### src/rtl/catch_game_scheduler_if.sv
// Game-side bundle: VSync/start/paddle in, block overlay and score/lives out.
interface catch_game_scheduler_if;
  logic       iVSync;
  logic       iStart;
  logic [9:0] iPaddleX;
  logic [9:0] oBlockX;
  logic [9:0] oBlockY;
  logic       oBlockValid;
  logic [7:0] oScore;
  logic [2:0] oLives;
  logic       oGameOver;
  logic [2:0] oState;

  modport master (
    output iVSync, iStart, iPaddleX,
    input  oBlockX, oBlockY, oBlockValid, oScore, oLives, oGameOver, oState
  );

  modport slave (
    input  iVSync, iStart, iPaddleX,
    output oBlockX, oBlockY, oBlockValid, oScore, oLives, oGameOver, oState
  );
endinterface

### src/rtl/catch_game_scheduler.sv
// Frame-rate catch game sequencer: steps a falling block on VSync edges,
// tests it against the paddle and keeps score and lives.
module catch_game_scheduler #(
  parameter int FRAMES_PER_STEP = 2,
  parameter int STEP            = 4,
  parameter int PADDLE_Y        = 400,
  parameter int FLOOR_Y         = 416,
  parameter int BLOCK_W         = 16,
  parameter int PADDLE_W        = 48,
  parameter int X_MIN           = 224,
  parameter int LIVES           = 3
) (
  input  logic                   Clock,
  input  logic                   Reset,
  catch_game_scheduler_if.slave  bus
);

  // Counter is at least one bit wide so FRAMES_PER_STEP=1 still elaborates.
  localparam int CW = (FRAMES_PER_STEP > 1) ? $clog2(FRAMES_PER_STEP) : 1;

  typedef enum logic [2:0] {
    IDLE  = 3'd0,
    SPAWN = 3'd1,
    FALL  = 3'd2,
    CHECK = 3'd3,
    CATCH = 3'd4,
    MISS  = 3'd5,
    OVER  = 3'd6
  } state_t;

  state_t          state_q, state_d;
  logic [9:0]      x_q, x_d;
  logic [9:0]      y_q, y_d;
  logic            valid_q, valid_d;
  logic [7:0]      score_q, score_d;
  logic [2:0]      lives_q, lives_d;
  logic            over_q, over_d;
  logic [CW-1:0]   cnt_q, cnt_d;
  logic [7:0]      lfsr_q;
  logic            vs_q;

  logic            tick;
  logic            lfsr_fb;
  logic            hit;
  logic            floor_hit;
  logic [10:0]     y_bot, x_rt, p_rt;

  // x^8+x^6+x^5+x^4+1 taps; a nonzero seed never reaches zero.
  assign lfsr_fb = lfsr_q[7] ^ lfsr_q[5] ^ lfsr_q[4] ^ lfsr_q[3];

  // Falling edge of the registered VSync marks one frame.
  assign tick = vs_q & ~bus.iVSync;

  // Overlap in 11 bits so the right edges can't wrap past 1023.
  assign y_bot     = {1'b0, y_q} + 11'(BLOCK_W);
  assign x_rt      = {1'b0, x_q} + 11'(BLOCK_W);
  assign p_rt      = {1'b0, bus.iPaddleX} + 11'(PADDLE_W);
  assign hit       = (y_bot >= 11'(PADDLE_Y)) && (x_rt > {1'b0, bus.iPaddleX}) &&
                     ({1'b0, x_q} < p_rt);
  assign floor_hit = ({1'b0, y_q} >= 11'(FLOOR_Y));

  // State, game registers, LFSR and VSync history.
  always_ff @(posedge Clock or posedge Reset) begin
    if (Reset) begin
      state_q <= IDLE;
      x_q     <= 10'(X_MIN);
      y_q     <= '0;
      valid_q <= 1'b0;
      score_q <= '0;
      lives_q <= 3'(LIVES);
      over_q  <= 1'b0;
      cnt_q   <= '0;
      lfsr_q  <= 8'hA5;
      vs_q    <= 1'b1;
    end else begin
      state_q <= state_d;
      x_q     <= x_d;
      y_q     <= y_d;
      valid_q <= valid_d;
      score_q <= score_d;
      lives_q <= lives_d;
      over_q  <= over_d;
      cnt_q   <= cnt_d;
      lfsr_q  <= {lfsr_q[6:0], lfsr_fb};
      vs_q    <= bus.iVSync;
    end
  end

  // Next-state and next-value logic for the game sequence.
  always_comb begin
    state_d = state_q;
    x_d     = x_q;
    y_d     = y_q;
    valid_d = valid_q;
    score_d = score_q;
    lives_d = lives_q;
    over_d  = over_q;
    cnt_d   = cnt_q;
    case (state_q)
      IDLE: begin
        valid_d = 1'b0;
        if (bus.iStart) begin
          state_d = SPAWN;
          score_d = '0;
          lives_d = 3'(LIVES);
        end
      end
      SPAWN: begin
        x_d     = 10'(X_MIN) + {2'b00, lfsr_q[4:0], 3'b000};
        y_d     = '0;
        cnt_d   = '0;
        valid_d = 1'b1;
        state_d = FALL;
      end
      FALL: begin
        if (tick) begin
          if (cnt_q == CW'(FRAMES_PER_STEP - 1)) begin
            cnt_d   = '0;
            y_d     = y_q + 10'(STEP);
            state_d = CHECK;
          end else begin
            cnt_d = cnt_q + CW'(1);
          end
        end
      end
      CHECK: begin
        if (hit)            state_d = CATCH;
        else if (floor_hit) state_d = MISS;
        else                state_d = FALL;
      end
      CATCH: begin
        if (score_q != 8'hFF) score_d = score_q + 8'd1;
        valid_d = 1'b0;
        state_d = SPAWN;
      end
      MISS: begin
        valid_d = 1'b0;
        if (lives_q == 3'd1) begin
          lives_d = '0;
          over_d  = 1'b1;
          state_d = OVER;
        end else begin
          lives_d = lives_q - 3'd1;
          state_d = SPAWN;
        end
      end
      OVER: begin
        over_d  = 1'b1;
        valid_d = 1'b0;
        if (bus.iStart) begin
          over_d  = 1'b0;
          score_d = '0;
          lives_d = 3'(LIVES);
          state_d = SPAWN;
        end
      end
      default: state_d = IDLE;
    endcase
  end

  assign bus.oBlockX     = x_q;
  assign bus.oBlockY     = y_q;
  assign bus.oBlockValid = valid_q;
  assign bus.oScore      = score_q;
  assign bus.oLives      = lives_q;
  assign bus.oGameOver   = over_q;
  assign bus.oState      = state_q;

endmodule

### src/flat_wrapper.sv
// flat-port wrapper written by rule: the top's interface ports become plain ports
module catch_game_scheduler_flat 
#(
  parameter int FRAMES_PER_STEP = 2,
  parameter int STEP            = 4,
  parameter int PADDLE_Y        = 400,
  parameter int FLOOR_Y         = 416,
  parameter int BLOCK_W         = 16,
  parameter int PADDLE_W        = 48,
  parameter int X_MIN           = 224,
  parameter int LIVES           = 3
)
  (Clock, Reset, bus_iVSync, bus_iStart, bus_iPaddleX, bus_oBlockX, bus_oBlockY, bus_oBlockValid, bus_oScore, bus_oLives, bus_oGameOver, bus_oState);
  catch_game_scheduler_if bus_i ();
  input  logic Clock;
  input  logic Reset;
  input wire logic [$bits(bus_i.iVSync)-1:0] bus_iVSync;
  input wire logic [$bits(bus_i.iStart)-1:0] bus_iStart;
  input wire logic [$bits(bus_i.iPaddleX)-1:0] bus_iPaddleX;
  output wire logic [$bits(bus_i.oBlockX)-1:0] bus_oBlockX;
  output wire logic [$bits(bus_i.oBlockY)-1:0] bus_oBlockY;
  output wire logic [$bits(bus_i.oBlockValid)-1:0] bus_oBlockValid;
  output wire logic [$bits(bus_i.oScore)-1:0] bus_oScore;
  output wire logic [$bits(bus_i.oLives)-1:0] bus_oLives;
  output wire logic [$bits(bus_i.oGameOver)-1:0] bus_oGameOver;
  output wire logic [$bits(bus_i.oState)-1:0] bus_oState;
  assign bus_i.iVSync = bus_iVSync;
  assign bus_i.iStart = bus_iStart;
  assign bus_i.iPaddleX = bus_iPaddleX;
  assign bus_oBlockX = bus_i.oBlockX;
  assign bus_oBlockY = bus_i.oBlockY;
  assign bus_oBlockValid = bus_i.oBlockValid;
  assign bus_oScore = bus_i.oScore;
  assign bus_oLives = bus_i.oLives;
  assign bus_oGameOver = bus_i.oGameOver;
  assign bus_oState = bus_i.oState;
  catch_game_scheduler #(.FRAMES_PER_STEP(FRAMES_PER_STEP), .STEP(STEP), .PADDLE_Y(PADDLE_Y), .FLOOR_Y(FLOOR_Y), .BLOCK_W(BLOCK_W), .PADDLE_W(PADDLE_W), .X_MIN(X_MIN), .LIVES(LIVES)) u_core (.Clock(Clock), .Reset(Reset), .bus(bus_i));
endmodule
### config.mk
export PLATFORM = sky130hd
export DESIGN_NAME = catch_game_scheduler_flat
export DESIGN_NICKNAME = d
export VERILOG_FILES = /design/src/rtl/catch_game_scheduler_if.sv /design/src/rtl/catch_game_scheduler.sv /design/src/flat_wrapper.sv
export SDC_FILE = /design/constraint.sdc
export NUM_CORES = 1
export LEC_CHECK = 0
export ABC_AREA = 1
export CAP_MARGIN = 20
export CORE_UTILIZATION = 45
export CTS_BUF_LIST = sky130_fd_sc_hd__clkbuf_4 sky130_fd_sc_hd__clkbuf_8 sky130_fd_sc_hd__clkbuf_16
export CTS_CLUSTER_SIZE = 24
export DETAILED_ROUTE_END_ITERATION = 10
export GPL_ROUTABILITY_DRIVEN = 0
export PLACE_DENSITY = 0.82
export SYNTH_ARGS = -nofsm -noshare
export SYNTH_HDL_FRONTEND = slang
export SYNTH_SLANG_ARGS = --single-unit
### constraint.sdc
create_clock -name Clock -period 3.2 [get_ports Clock]
set_clock_uncertainty 0.15 [all_clocks]
set_input_delay 0.64 -clock Clock [delete_from_list [all_inputs] [get_ports Clock]]
set_output_delay 0.64 -clock Clock [all_outputs]
set_load 0.005 [all_outputs]
After elaboration in Yosys (flattened, before gate mapping)
Index checks and enable logic that the tools add are counted.
- logic and storage cells: 79
- output and inout bits: 36
- register bits: 46
- input port bits: 14
- $add $sub $neg: 8
- mux-type cells: 23
- bitwise logic cells: 5
- reductions and logical operators: 16
- equal/unequal tests: 13
- magnitude comparators: 4
- operators by type and width (cell ; count):
    3-bit two-way mux ; 8
    10-bit by 5-bit adder with 11-bit output (second input constant) ; 2
    10-bit two-way mux ; 2
    10-bit one-hot mux with 2 select lines ; 1
    3-bit one-hot mux with 6 select lines ; 1
    8-bit two-way mux ; 2
    8-bit one-hot mux with 2 select lines ; 1
    10-bit by 6-bit adder with 11-bit output (second input constant) ; 1
    11-bit by 9-bit >= comparator with 1-bit output (second input constant) ; 1
    11-bit by 10-bit greater-than comparator with 1-bit output ; 1
    10-bit by 11-bit less-than comparator with 1-bit output ; 1
    10-bit by 3-bit adder with 10-bit output (second input constant) ; 1
    10-bit by 9-bit >= comparator with 1-bit output (second input constant) ; 1
    2-bit by 1-bit inequality test with 1-bit output (second input constant) ; 5
    2-bit nonzero test ; 5
    8-bit by 8-bit adder with 9-bit output (first input constant) ; 1
    3-bit == test (second input constant) ; 3
    3-bit AND reduction ; 3
    8-bit by 1-bit adder with 8-bit output (second input constant) ; 1
    8-bit inequality test (second input constant) ; 1
    3-bit by 1-bit == test with 1-bit output (second input constant) ; 2
    3-bit by 2-bit == test with 1-bit output (second input constant) ; 2
    1-bit one-hot mux with 2 select lines ; 3
    3-bit one-hot mux with 2 select lines ; 1
    11 further kinds ; 19

Longest topological paths before layout
- word-level depth: 6
- mapped depth: 17

Least setup slack after synthesis
No wires, ideal clock.
- kind: input to register
- start: input port bus_iPaddleX[4]
- end: register u_core.state_q[1], in the netlist u_core.bus.oState[1]
- path buffers: 0
- slack: 0.772 ns
- arrival time: 2.162 ns
- stages: 16
- path through: inv_1 ha_1 or2_2 o21ai_0 o21ai_0 ha_1 nand2_1 inv_1 nand2_1 nand2_1 nand2_1 nand2_1 nand3_1 nand2_1 nand2_1 nand2_1
- longest elaborated chain between the ends: 5
- elaborated cells on any way between the ends: 7
- RTL lines (item ; line ; RTL):
    from (decl) ; flat_wrapper.sv:19 ; input wire logic [$bits(bus_i.iPaddleX)-1:0] bus_iPaddleX;
    10-bit by 6-bit adder with 11-bit output or 11-bit by 10-bit greater-than comparator with 1-bit output (tied branches) ; catch_game_scheduler.sv:57, catch_game_scheduler.sv:58 ;
    10-bit by 11-bit less-than comparator with 1-bit output or 1-bit logical AND (tied branches) ; catch_game_scheduler.sv:59, catch_game_scheduler.sv:58 ;
    1-bit logical AND (*) ; catch_game_scheduler.sv:58 ; assign hit = (y_bot >= 11'(PADDLE_Y)) && (x_rt > {1'b0, bus.iPaddleX}) &&
    3-bit two-way mux (*) ; catch_game_scheduler.sv:127 ; if (hit) state_d = CATCH;
    3-bit one-hot mux with 6 select lines (*) ; catch_game_scheduler.sv:99 ; case (state_q)
    to (signal assigned) ; catch_game_scheduler.sv:76 ; state_q <= state_d;
    to (decl) ; catch_game_scheduler.sv:31 ; state_t state_q, state_d;
Every way passes the cells marked *; elsewhere a longest branch is shown, timed or not.
A chain may end at the register's enable or synchronous reset.

Worst setup path after layout
Same ends and word-level chain as after synthesis.

==> results.py <==
metrics = {
    "timing": {
        "finalHoldViolCount": 0,
        "fin_tns_setup_ns": 0,
        "drv_slew": 0,
        "worst_slack_ns": 0.322,
        "setup_viol": 0,
        "hold_ws_ns": 0.220,
        "fin_crit_sh": 0.899,
        "max_freq_mhz": 347,
        "rsz0062_at_grt": "no",
        "min_period_ns": 2.88,
    },
    "placement": {
        "placed_cell_area_mm2": 0.00306,
        "dp.cells": 430,
        "pre_cts_ws_ns": 0.00833,
        "port_buffers": 43,
        "hpwl_um": 3980,
    },
    "worst_hold_path": {
        "worstHoldStart": "u_core.lfsr_q[6]$_DFF_PP0_",
        "worst_hold_path_type": "reg2reg",
        "whs_endpoint": "u_core.lfsr_q[7]$_DFF_PP1_",
        "hold-path-cell-count": 0,
    },
    "final_layout": {
        "fin_nets": 402,
        "antennaDiodeCount": 0,
        "instances_no_fill": 438,
        "area_growth_pct": 23.4,
        "fillers": 485,
        "drive_gt1_frac": 0.117,
        "utilization": 0.576,
        "design_area_mm2": 0.00317,
    },
    "logic_synthesis": {
        "synth_warnings": 0,
        "synth_cells": 317,
        "yosysUniqueCellTypes": 37,
        "syn_area_per_cell_um2": 8.10,
        "ys_ff_latch": 40,
        "seq_area_frac_synth": 0.395,
        "synthesis.area_mm2": 0.00257,
    },
    "global_route": {
        "track_usage": 0.189,
        "grt_start_max_net_pins": 41,
        "grt_pass1_vias": 2188,
        "antenna_found_initial": 0,
        "overflow": 0,
        "grt_pass1_wl_um": 9170,
    },
    "pwr": {
        "totalPowerFinal_mw": 1.94,
        "peakVddDrop_uv": 344,
        "leakage_nw": 1.55,
        "power.density_mw_per_mm2": 613,
    },
    "worst_setup_path": {
        "start_kind": "input port",
        "crit_buf_inv": 2,
        "cp_slowest_cell": "clkdlybuf4s50_1",
        "cp_num_cells": 15,
        "regToRegSetupSlack_ns": 0.76,
        "required_ns": 3.24,
        "worstSetupPathType": "in2reg",
        "crit_path_max_incr_delay_ns": 0.50,
        "r2r-end": "u_core.bus.oState[1]$_DFFE_PP0P_",
        "path_cells": "clkdlybuf4s50_1 > inv_1 > ha_1 > or2_2 > o21ai_0 > o21ai_0 > ha_1 > a21oi_1 > nand2_1 > nand2_1 > nand2_1 > nand3_1 > nand2_1 > nand2_1 > nand2_1",
        "crit_top_cell": "nand2_1",
        "cp_top_family": "simple AND/OR/NAND/NOR gates",
        "crit_path_end_kind": "flop",
        "r2r_cells": 16,
        "path_max_fanout": 3,
        "cp.arrival_ns": 2.92,
        "reg2reg_from": "u_core.bus.oBlockX[5]$_DFFE_PP1P_",
    },
    "clock_network": {
        "clock_tree.buffer_depth": 2,
        "cts_buffers": 5,
        "clk_latency_ns": 0.29,
        "cts_root_buffer": "clkbuf_8",
        "post_cts_buffers": 0,
        "htree_levels": 2,
        "cts_tree": "yes",
        "cts_sinks": 40,
        "cts.clk_slew.worst_paths_ns": 0.08,
        "cts_resized": 0,
        "cts_hold_buf": 0,
    },
    "floorplanning": {
        "die_x_um": 77.6,
        "die_y_um": 77.6,
        "initial_core_util": 0.466,
        "die_area_mm2": 0.00601,
        "pin_count": 50,
        "rows": 27,
        "core_area_mm2": 0.00551,
    },
    "route": {
        "drt_iter0_markers": 70,
        "first_pass_iters": 4,
        "wl_per_cell_um": 11.7,
        "final_antenna_net_count": 0,
        "wirelength_um": 5130,
        "vias_per_cell": 4.97,
        "drc_errors": 0,
        "vias": 2178,
    },
    "run": {
        "maxCapViolations": 0,
    },
    "status": {
        "status": "completed",
    },
}
layout by cell type (no fill, tap or decap), types with 8 or more instances in the layout:
cell,Yosys,layout
nor3_1,8,8
dfstp_2,10,10
o21ai_0,12,12
dfrtp_1,30,30
ha_1,23,23
inv_1,47,47
clkdlybuf4s50_1,0,43
nor2_1,25,25
nand2_1,65,65
nand3_1,14,14
a21oi_1,19,19
metal layers:
metal / vias up / track usage / part of all wire
met2: 56 / 0.318 / 0.50
met3: 6 / 0.0435 / 0.045
li1: 1096 / - / -
met1: 1020 / 0.234 / 0.45
met4: 0 / 0.0755 / 0.0057
met5: - / 0 / 0
synth_stat cells (all sizes together):
master / number / area share
ha: 23 / 0.11
nand3b: 1 / 0.0029
nand4: 3 / 0.013
xnor2: 5 / 0.017
nand2: 71 / 0.11
dfstp: 10 / 0.10
a22oi: 2 / 0.0058
a211o: 1 / 0.0034
xor2: 6 / 0.020
conb: 1 / 0.0015
nor3b: 2 / 0.0058
nor2: 30 / 0.055
a31o: 1 / 0.0034
nand3: 15 / 0.034
o22ai: 1 / 0.0024
dfrtp: 30 / 0.29
inv: 54 / 0.080
o21ai: 19 / 0.038
o211ai: 1 / 0.0029
a21o: 1 / 0.0029
a31oi: 3 / 0.0073
or2: 1 / 0.0024
o41ai: 1 / 0.0063
buf: 8 / 0.022
nor3: 8 / 0.016
a21oi: 19 / 0.037
worst max-delay path by stage:
stage	startpoint	to	slack (ns)
floorplan	bus_iPaddleX[4]	u_core.bus.oState[1]$_DFFE_PP0P_	0.77
global placement	bus_iPaddleX[4]	u_core.bus.oState[2]$_DFFE_PP0P_	0.15
detailed placement	bus_iPaddleX[4]	u_core.bus.oState[1]$_DFFE_PP0P_	0.008
CTS	bus_iPaddleX[4]	u_core.bus.oState[1]$_DFFE_PP0P_	0.33
global route	bus_iPaddleX[4]	u_core.bus.oState[2]$_DFFE_PP0P_	0.13
finish	bus_iPaddleX[4]	u_core.bus.oState[1]$_DFFE_PP0P_	0.32
cell type report:
cell class	count	area, um2	share of cell area
clock buffers	5	68.8	0.0217
clock inverters	3	42.5	0.0134
inverters	54	205	0.0647
multi-input cells	220	1310	0.414
flip-flops and latches	40	1010	0.320
well taps	72	90.1	0.0284
repair buffers	44	438	0.138
power breakdown:
| group | internal (mW) | switching, mW | total [mW] |
|---|---|---|---|
| logic | 0.365 | 0.454 | 0.819 |
| registers | 0.608 | 0.109 | 0.717 |
| clock network | 0.231 | 0.175 | 0.406 |
| total | 1.20 | 0.738 | 1.94 |
cell families after synthesis:
| group | count (synthesis) | synth area share |
|---|---|---|
| simple gates | 131 | 0.242 |
| buf+inv | 62 | 0.102 |
| compound gates | 49 | 0.110 |
| flops | 40 | 0.395 |
| fa+ha+maj | 23 | 0.112 |
| xor+xnor | 11 | 0.0375 |
| other cells | 1 | 0.00146 |
sequential cells by signal (all words and copies together) (netlist names):
name	count
u_core.bus.oBlockY	8
u_core.bus.oScore	8
u_core.lfsr_q	8
u_core.bus.oBlockX	6
u_core.bus.oLives	3
u_core.bus.oState	3
u_core.bus.oBlockValid	1
u_core.bus.oGameOver	1
u_core.cnt_q	1
u_core.vs_q	1
Power figures use the tool's default switching activity.
